**config.mk**
```make
export PLATFORM = sky130hd
export DESIGN_NAME = huffman_build_ctrl
export DESIGN_NICKNAME = d
export VERILOG_FILES = /design/src/rtl/huffman_build_ctrl_pkg.sv /design/src/rtl/huffman_build_ctrl_min2_pick.sv /design/src/rtl/huffman_build_ctrl.sv
export SDC_FILE = /design/constraint.sdc
export NUM_CORES = 1
export LEC_CHECK = 0
export CAP_MARGIN = 25
export CORE_MARGIN = 5
export CORE_UTILIZATION = 51
export CTS_CLUSTER_SIZE = 10
export DETAILED_ROUTE_END_ITERATION = 6
export PLACE_DENSITY = 0.79
export SLEW_MARGIN = 20
export SYNTH_ARGS = -nofsm -noshare
export SYNTH_HDL_FRONTEND = slang
export SYNTH_SLANG_ARGS = --single-unit
```
**constraint.sdc**
```tcl
create_clock -name CLK -period 26.3 [get_ports CLK]
set_input_delay 5.26 -clock CLK [delete_from_list [all_inputs] [get_ports CLK]]
set_output_delay 5.26 -clock CLK [all_outputs]
set_load 0.05 [all_outputs]
```
**src/rtl/huffman_build_ctrl_pkg.sv**
```systemverilog
// Shared definitions for the 4-symbol Huffman tree builder: node layout,
// table sizes, FSM state encodings and small helper functions.
package huffman_build_ctrl_pkg;

    localparam int NODE_W   = 13;
    localparam int NUM_LEAF = 4;
    localparam int NUM_NODE = 7;

    // Bit offsets inside a 13-bit node word
    localparam int NODE_USED_BIT = 12;
    localparam int NODE_PAR_MSB  = 11;
    localparam int NODE_PAR_LSB  = 9;
    localparam int NODE_WT_MSB   = 8;
    localparam int NODE_WT_LSB   = 1;
    localparam int NODE_LEAF_BIT = 0;

    // FSM state encodings
    localparam logic [2:0] ST_IDLE   = 3'd0;
    localparam logic [2:0] ST_LOAD   = 3'd1;
    localparam logic [2:0] ST_MERGE  = 3'd2;
    localparam logic [2:0] ST_SETTLE = 3'd3;
    localparam logic [2:0] ST_DONE   = 3'd4;

    // Node word; field order matches the bit offsets above
    typedef struct packed {
        logic       used;
        logic [2:0] parent;   // 1..7, 0 = no parent yet
        logic [7:0] weight;
        logic       leaf;
    } node_t;

    // Build a used node with the given fields
    function automatic node_t make_node(input logic [2:0] parent,
                                        input logic [7:0] weight,
                                        input logic       leaf);
        node_t n;
        n.used   = 1'b1;
        n.parent = parent;
        n.weight = weight;
        n.leaf   = leaf;
        return n;
    endfunction

    // 8-bit add that clamps at 8'hFF instead of wrapping
    function automatic logic [7:0] sat_add8(input logic [7:0] a, input logic [7:0] b);
        logic [8:0] s;
        s = {1'b0, a} + {1'b0, b};
        return s[8] ? 8'hFF : s[7:0];
    endfunction

endpackage

```
**src/rtl/huffman_build_ctrl_min2_pick.sv**
```systemverilog
// Combinational selector: among nodes that are used and still parentless,
// returns the two with the lowest weights. Ties resolve to the lower index
// because the scan runs upward and only a strictly smaller weight replaces
// the current best. Index outputs are 1-based; 0 means nothing found.
module huff_min2_pick
    import huffman_build_ctrl_pkg::*;
(
    input  node_t [NUM_NODE-1:0] i_nodes,
    output logic  [2:0]          o_idx_a,
    output logic  [7:0]          o_wt_a,
    output logic  [2:0]          o_idx_b,
    output logic  [7:0]          o_wt_b
);

    logic w_found_a;
    logic w_found_b;

    // Lowest-weight candidate
    always_comb begin
        o_idx_a   = 3'd0;
        o_wt_a    = 8'd0;
        w_found_a = 1'b0;
        for (int k = 0; k < NUM_NODE; k++) begin
            if (i_nodes[k].used && (i_nodes[k].parent == 3'd0) &&
                (!w_found_a || (i_nodes[k].weight < o_wt_a))) begin
                w_found_a = 1'b1;
                o_wt_a    = i_nodes[k].weight;
                o_idx_a   = 3'(k + 1);
            end
        end
    end

    // Second-lowest candidate: same scan with the first pick excluded
    always_comb begin
        o_idx_b   = 3'd0;
        o_wt_b    = 8'd0;
        w_found_b = 1'b0;
        for (int k = 0; k < NUM_NODE; k++) begin
            if (i_nodes[k].used && (i_nodes[k].parent == 3'd0) &&
                (3'(k + 1) != o_idx_a) &&
                (!w_found_b || (i_nodes[k].weight < o_wt_b))) begin
                w_found_b = 1'b1;
                o_wt_b    = i_nodes[k].weight;
                o_idx_b   = 3'(k + 1);
            end
        end
    end

endmodule

```
**src/rtl/huffman_build_ctrl.sv**
```systemverilog
// Sequencer for the 4-symbol Huffman path. Loads four leaf weights, merges
// them into a 7-node tree (node 7 = root), drives the node table to the code
// generator, waits SETTLE_CYCLES, then captures and presents the code table.
//
// Handshakes:
//   Leaf input : a leaf is taken on a rising edge where sym_valid=1 and
//                sym_ready=1; sym_ready is high only in LOAD, so sym_valid
//                at any other time is ignored.
//   Table out  : table_valid rises with table_out on the capture edge and
//                both hold until an edge where table_ack=1; that edge drops
//                table_valid. table_ack is ignored while table_valid=0.
module huffman_build_ctrl
    import huffman_build_ctrl_pkg::*;
#(
    parameter int SETTLE_CYCLES = 4
) (
    input  logic        CLK,
    input  logic        nRST,
    input  logic        start,
    input  logic        sym_valid,
    output logic        sym_ready,
    input  logic [7:0]  sym_weight,
    output logic [12:0] info_node_1,
    output logic [12:0] info_node_2,
    output logic [12:0] info_node_3,
    output logic [12:0] info_node_4,
    output logic [12:0] info_node_5,
    output logic [12:0] info_node_6,
    output logic [12:0] info_node_7,
    input  logic [15:0] code_table_in,
    output logic [15:0] table_out,
    output logic        table_valid,
    input  logic        table_ack,
    output logic        busy,
    output logic [2:0]  dbg_state
);

    localparam int SETTLE_W = (SETTLE_CYCLES > 1) ? $clog2(SETTLE_CYCLES) : 1;

    logic [2:0]                r_state;
    node_t [NUM_NODE-1:0]      r_node;
    logic [1:0]                r_load_cnt;
    logic [1:0]                r_merge_cnt;
    logic [SETTLE_W-1:0]       r_settle_cnt;
    logic [15:0]               r_table_out;
    logic                      r_table_valid;

    logic [2:0]                w_idx_a;
    logic [2:0]                w_idx_b;
    logic [7:0]                w_wt_a;
    logic [7:0]                w_wt_b;
    logic [7:0]                w_sum;
    logic [2:0]                w_new_idx;

    huff_min2_pick u_pick (
        .i_nodes (r_node),
        .o_idx_a (w_idx_a),
        .o_wt_a  (w_wt_a),
        .o_idx_b (w_idx_b),
        .o_wt_b  (w_wt_b)
    );

    assign w_sum     = sat_add8(w_wt_a, w_wt_b);
    // Merges create nodes 5, 6, 7 in order
    assign w_new_idx = 3'd5 + {1'b0, r_merge_cnt};

    // Main sequencer: FSM, node table, counters and captured table
    always_ff @(posedge CLK or negedge nRST) begin
        if (!nRST) begin
            r_state       <= ST_IDLE;
            r_node        <= '0;
            r_load_cnt    <= 2'd0;
            r_merge_cnt   <= 2'd0;
            r_settle_cnt  <= '0;
            r_table_out   <= 16'd0;
            r_table_valid <= 1'b0;
        end else begin
            case (r_state)
                ST_IDLE: begin
                    if (start) begin
                        r_node     <= '0;
                        r_load_cnt <= 2'd0;
                        r_state    <= ST_LOAD;
                    end
                end
                ST_LOAD: begin
                    if (sym_valid) begin
                        r_node[{1'b0, r_load_cnt}] <= make_node(3'd0, sym_weight, 1'b1);
                        r_load_cnt <= r_load_cnt + 2'd1;
                        if (r_load_cnt == 2'(NUM_LEAF - 1)) begin
                            r_merge_cnt <= 2'd0;
                            r_state     <= ST_MERGE;
                        end
                    end
                end
                ST_MERGE: begin
                    for (int k = 0; k < NUM_NODE; k++) begin
                        if (3'(k + 1) == w_new_idx) begin
                            r_node[k] <= make_node(3'd0, w_sum, 1'b0);
                        end else if ((3'(k + 1) == w_idx_a) || (3'(k + 1) == w_idx_b)) begin
                            r_node[k].parent <= w_new_idx;
                        end
                    end
                    r_merge_cnt <= r_merge_cnt + 2'd1;
                    if (r_merge_cnt == 2'd2) begin
                        r_settle_cnt <= '0;
                        r_state      <= ST_SETTLE;
                    end
                end
                ST_SETTLE: begin
                    if (r_settle_cnt == SETTLE_W'(SETTLE_CYCLES - 1)) begin
                        r_table_out   <= code_table_in;
                        r_table_valid <= 1'b1;
                        r_state       <= ST_DONE;
                    end else begin
                        r_settle_cnt <= r_settle_cnt + SETTLE_W'(1);
                    end
                end
                ST_DONE: begin
                    if (table_ack) begin
                        r_table_valid <= 1'b0;
                        r_state       <= ST_IDLE;
                    end
                end
                default: begin
                    r_state <= ST_IDLE;
                end
            endcase
        end
    end

    assign sym_ready   = (r_state == ST_LOAD);
    assign busy        = (r_state != ST_IDLE);
    assign dbg_state   = r_state;
    assign table_out   = r_table_out;
    assign table_valid = r_table_valid;

    assign info_node_1 = r_node[0];
    assign info_node_2 = r_node[1];
    assign info_node_3 = r_node[2];
    assign info_node_4 = r_node[3];
    assign info_node_5 = r_node[4];
    assign info_node_6 = r_node[5];
    assign info_node_7 = r_node[6];

endmodule

```
==> impl_metrics.py <==
metrics = {
    "outcome": {
        "outcome": "finished, final reports clean",
    },
    "timing": {
        "layout_setup_ws_ns": 1.12,
        "skew_ns": 0.00781,
        "fmax_mhz": 39.7,
        "setup_violations": 0,
        "finalWorstPathRequiredPeriod_ns": 25.18,
        "hold_viol": 0,
        "relSlewSlack": 0.308,
        "tightest_slew_ns": 1.04,
        "final_max_slew_viol_count": 0,
        "finalCritPeriodShare": 0.957,
    },
    "grt": {
        "grt_usage": 0.300,
        "antenna_found_initial": 0,
        "use_met1": 0.395,
        "grt_max_degree": 79,
        "grt_pass1_wl_um": 51700,
        "gr-usage-met2": 0.475,
        "grt_most_used_layer": "met2",
        "grt_overflow": 0,
        "grtUsageMet3": 0.0661,
        "grt_pass1_vias": 9343,
    },
    "die": {
        "coreArea_sq_mm": 0.0185,
        "initial_core_util": 0.514,
        "placementRows": 50,
        "die_h_um": 147,
        "dieArea_sq_mm": 0.0215,
        "ios": 142,
        "die_w_um": 147,
    },
    "placement": {
        "place_congestion": 0.982,
        "hpwl_um": 25400,
        "numPlacedInstances": 1467,
        "placed_area_sq_mm": 0.0112,
        "io_buffers": 141,
        "dp_slack_ns": -1.09,
    },
    "routing": {
        "avgRoutedWirePerCell_um": 22.4,
        "first_pass_iters": 6,
        "remaining_drc_errors": 0,
        "final_antenna_net_count": 0,
        "via_per_inst": 6.50,
        "vias": 9886,
        "finalWirelength_um": 34000,
        "drt-initial-drc-count": 1114,
    },
    "critical_path": {
        "required_ns": 26.63,
        "reg2regPathDepth": 126,
        "critPathLaunchType": "flip-flop",
        "timing.rr.start": "info_node_1[10]$_DFFE_PN0P_",
        "critPathSlowestCell": "a21oi_1",
        "critPathArrivalTime_ns": 25.51,
        "endpoint_kind": "flip-flop",
        "critPathKind": "flip-flop to flip-flop",
        "cp_slowest_stage_delay_ns": 0.69,
        "path_max_fanout": 16,
        "cp_common_cell": "ha_1",
        "r2r_setup_slack_ns": 1.12,
        "worst_r2r_endpoint": "info_node_3[2]$_DFFE_PN0P_",
    },
    "synthesis": {
        "netlist_area_sq_mm": 0.00952,
        "synth_edf_count": 0,
        "syn_inst": 1112,
        "ys_seq_area_frac": 0.308,
        "async_flop_share": 1.00,
        "synth.avg_cell_area_sq_um": 8.56,
        "ys_warn_count": 0,
        "yosysUniqueCellTypes": 86,
        "syn-num-nets": 1245,
        "synth-main-ff-cell": "dfrtp_1",
        "synth_seq_cells": 117,
    },
    "cts": {
        "insertion_delay_ns": 0.41,
        "cts_buffer_depth": 2,
        "cts_tree": "done",
        "clkTransAtPathRegs_ns": 0.06,
        "root_buffer": "clkbuf_16",
        "cts_sinks": 117,
        "numCtsBuffers": 17,
        "cts.htree.levels": 4,
    },
    "finish": {
        "fin_nets": 1407,
        "area_delta_synth_final_pct": 27.8,
        "num_antenna_cells": 0,
        "post-route-util": 0.657,
        "drive_gt1_frac": 0.140,
        "fin_area_sq_mm": 0.0122,
        "nFillCells": 1527,
        "instances_no_fill": 1520,
    },
    "hold_path": {
        "min_path_cells": 1,
        "hold_end": "info_node_6[0]$_DFFE_PN0P_",
        "min_path_type": "flip-flop to flip-flop",
        "hold_start": "info_node_6[0]$_DFFE_PN0P_",
    },
    "job": {
        "cap_violations": 0,
    },
}
[placed cells by master (no fill, tap or decap), types with 4 or more instances in the layout]
master and instances:
o31ai_1 5, mux2i_1 15, inv_1 89, o21a_1 11
a21oi_1 72, mux2_2 50, o21ai_1 25, inv_6 4
nor4b_1 4, o21ai_0 105, a22o_1 26, clkdlybuf4s50_1 140
clkbuf_16 17, nor2_2 4, a21oi_2 10, nand2_1 129
and2_1 14, a21o_1 21, nand4_1 12, a211oi_1 9
buf_4 35, o211ai_1 5, a31oi_1 29, nand3b_1 5
nor2_1 64, ha_1 103, nor2b_1 8, o211a_1 4
nand3_1 12, dfrtp_1 117, nand2b_1 7, nor3_1 9
and3_1 7, clkinv_4 4
[worst max path at each step]
stage	from	to	slack [ns]
5_1_grt	info_node_1[10]$_DFFE_PN0P_	info_node_3[7]$_DFFE_PN0P_	-0.22
3_3_place_gp	info_node_1[10]$_DFFE_PN0P_	info_node_2[7]$_DFFE_PN0P_	-0.48
2_1_floorplan	info_node_1[12]$_DFFE_PN0P_	info_node_1[7]$_DFFE_PN0P_	0.50
4_1_cts	info_node_1[10]$_DFFE_PN0P_	info_node_3[7]$_DFFE_PN0P_	0.09
6_report	info_node_1[10]$_DFFE_PN0P_	info_node_3[2]$_DFFE_PN0P_	1.12
3_5_place_dp	info_node_1[10]$_DFFE_PN0P_	info_node_1[7]$_DFFE_PN0P_	-1.09
[worst max-delay path, delay by kind of cell, from the launching register on]
family | cells | cell delay (ns)
DFF | 1 | 0.42
AOI/OAI and AO/OA | 60 | 11.82
muxes | 8 | 2.46
and+or+nand+nor | 27 | 4.38
buffers and inverters | 18 | 2.19
adders and majority gates | 13 | 3.76
[per-stage QoR]
stage,setup TNS [ns],hold slack [ns]
6_report,0,0.489
5_1_grt,-5.50,0.524
4_1_cts,0,0.492
3_5_place_dp,-47.35,0.477
3_3_place_gp,-14.46,0.471
2_1_floorplan,0,0.490
[logic make-up after synthesis]
kind of cell	Yosys count	synth area share
xor gates and xnor gates	4	0.00368
buffers and inverters	128	0.0519
muxes	69	0.0797
adders and majority gates	104	0.138
AOI/OAI and AO/OA	378	0.257
DFF	117	0.308
and+or+nand+nor	312	0.163
[final cells by class]
cell class / count / area, sq um / area share
Clock inverter: 13 / 148 / 0.0121
Sequential cell: 117 / 2930 / 0.241
Timing Repair Buffer: 179 / 1720 / 0.141
Multi-Input combinational cell: 869 / 6300 / 0.518
Tap cell: 234 / 293 / 0.0241
Clock buffer: 18 / 439 / 0.0361
Inverter: 90 / 338 / 0.0278
[flip-flops by register name (all words and copies together), names as in the netlist]
signal and cells:
dbg_state 3, info_node_1 13, info_node_2 13, info_node_3 13, info_node_4 13, info_node_5 13, info_node_6 13, info_node_7 13
r_load_cnt 2, r_merge_cnt 2, r_settle_cnt 2, table_out 16, table_valid 1
[Yosys cell counts, types with 4 or more instances]
master,instances,area share
a2111oi_0,6,0.0055
a211oi_1,11,0.0087
a21boi_0,4,0.0032
a21o_1,21,0.017
a21oi_1,82,0.043
a22o_1,26,0.024
a31oi_1,30,0.020
and2_1,16,0.011
and3_1,8,0.0053
buf_2,5,0.0026
clkbuf_1,31,0.012
dfrtp_1,117,0.31
ha_1,103,0.14
inv_1,90,0.035
mux2_2,50,0.059
mux2i_1,18,0.019
nand2_1,130,0.051
nand2b_1,7,0.0046
nand3_1,12,0.0063
nand3b_1,5,0.0039
nand4_1,12,0.0079
nor2_1,67,0.026
nor2b_1,9,0.0059
nor3_1,9,0.0047
nor4b_1,4,0.0037
o211a_1,4,0.0042
o211ai_1,5,0.0039
o21a_1,12,0.0095
o21ai_0,117,0.062
o21ai_1,14,0.0074
o31ai_1,6,0.0047
[what timing repair did]
action,4_1_cts,5_1_grt
cloned,0,2
endpoints found under the setup margin,56,71
resized for setup,12,52
pin swaps,1,8
setup buffers,1,19
hold buffers,0,0
[per-layer routing]
layer  vias to the layer above  wire length, um
li1                       4409                -
met1                      4672            13700
met2                       643            15300
met3                       162             3330
met4                         0             1680
met5                         -                0
Power is left out: the tool's default activity adds up to more than one toggle a clock period on the data nets, which glitch-free logic cannot reach.
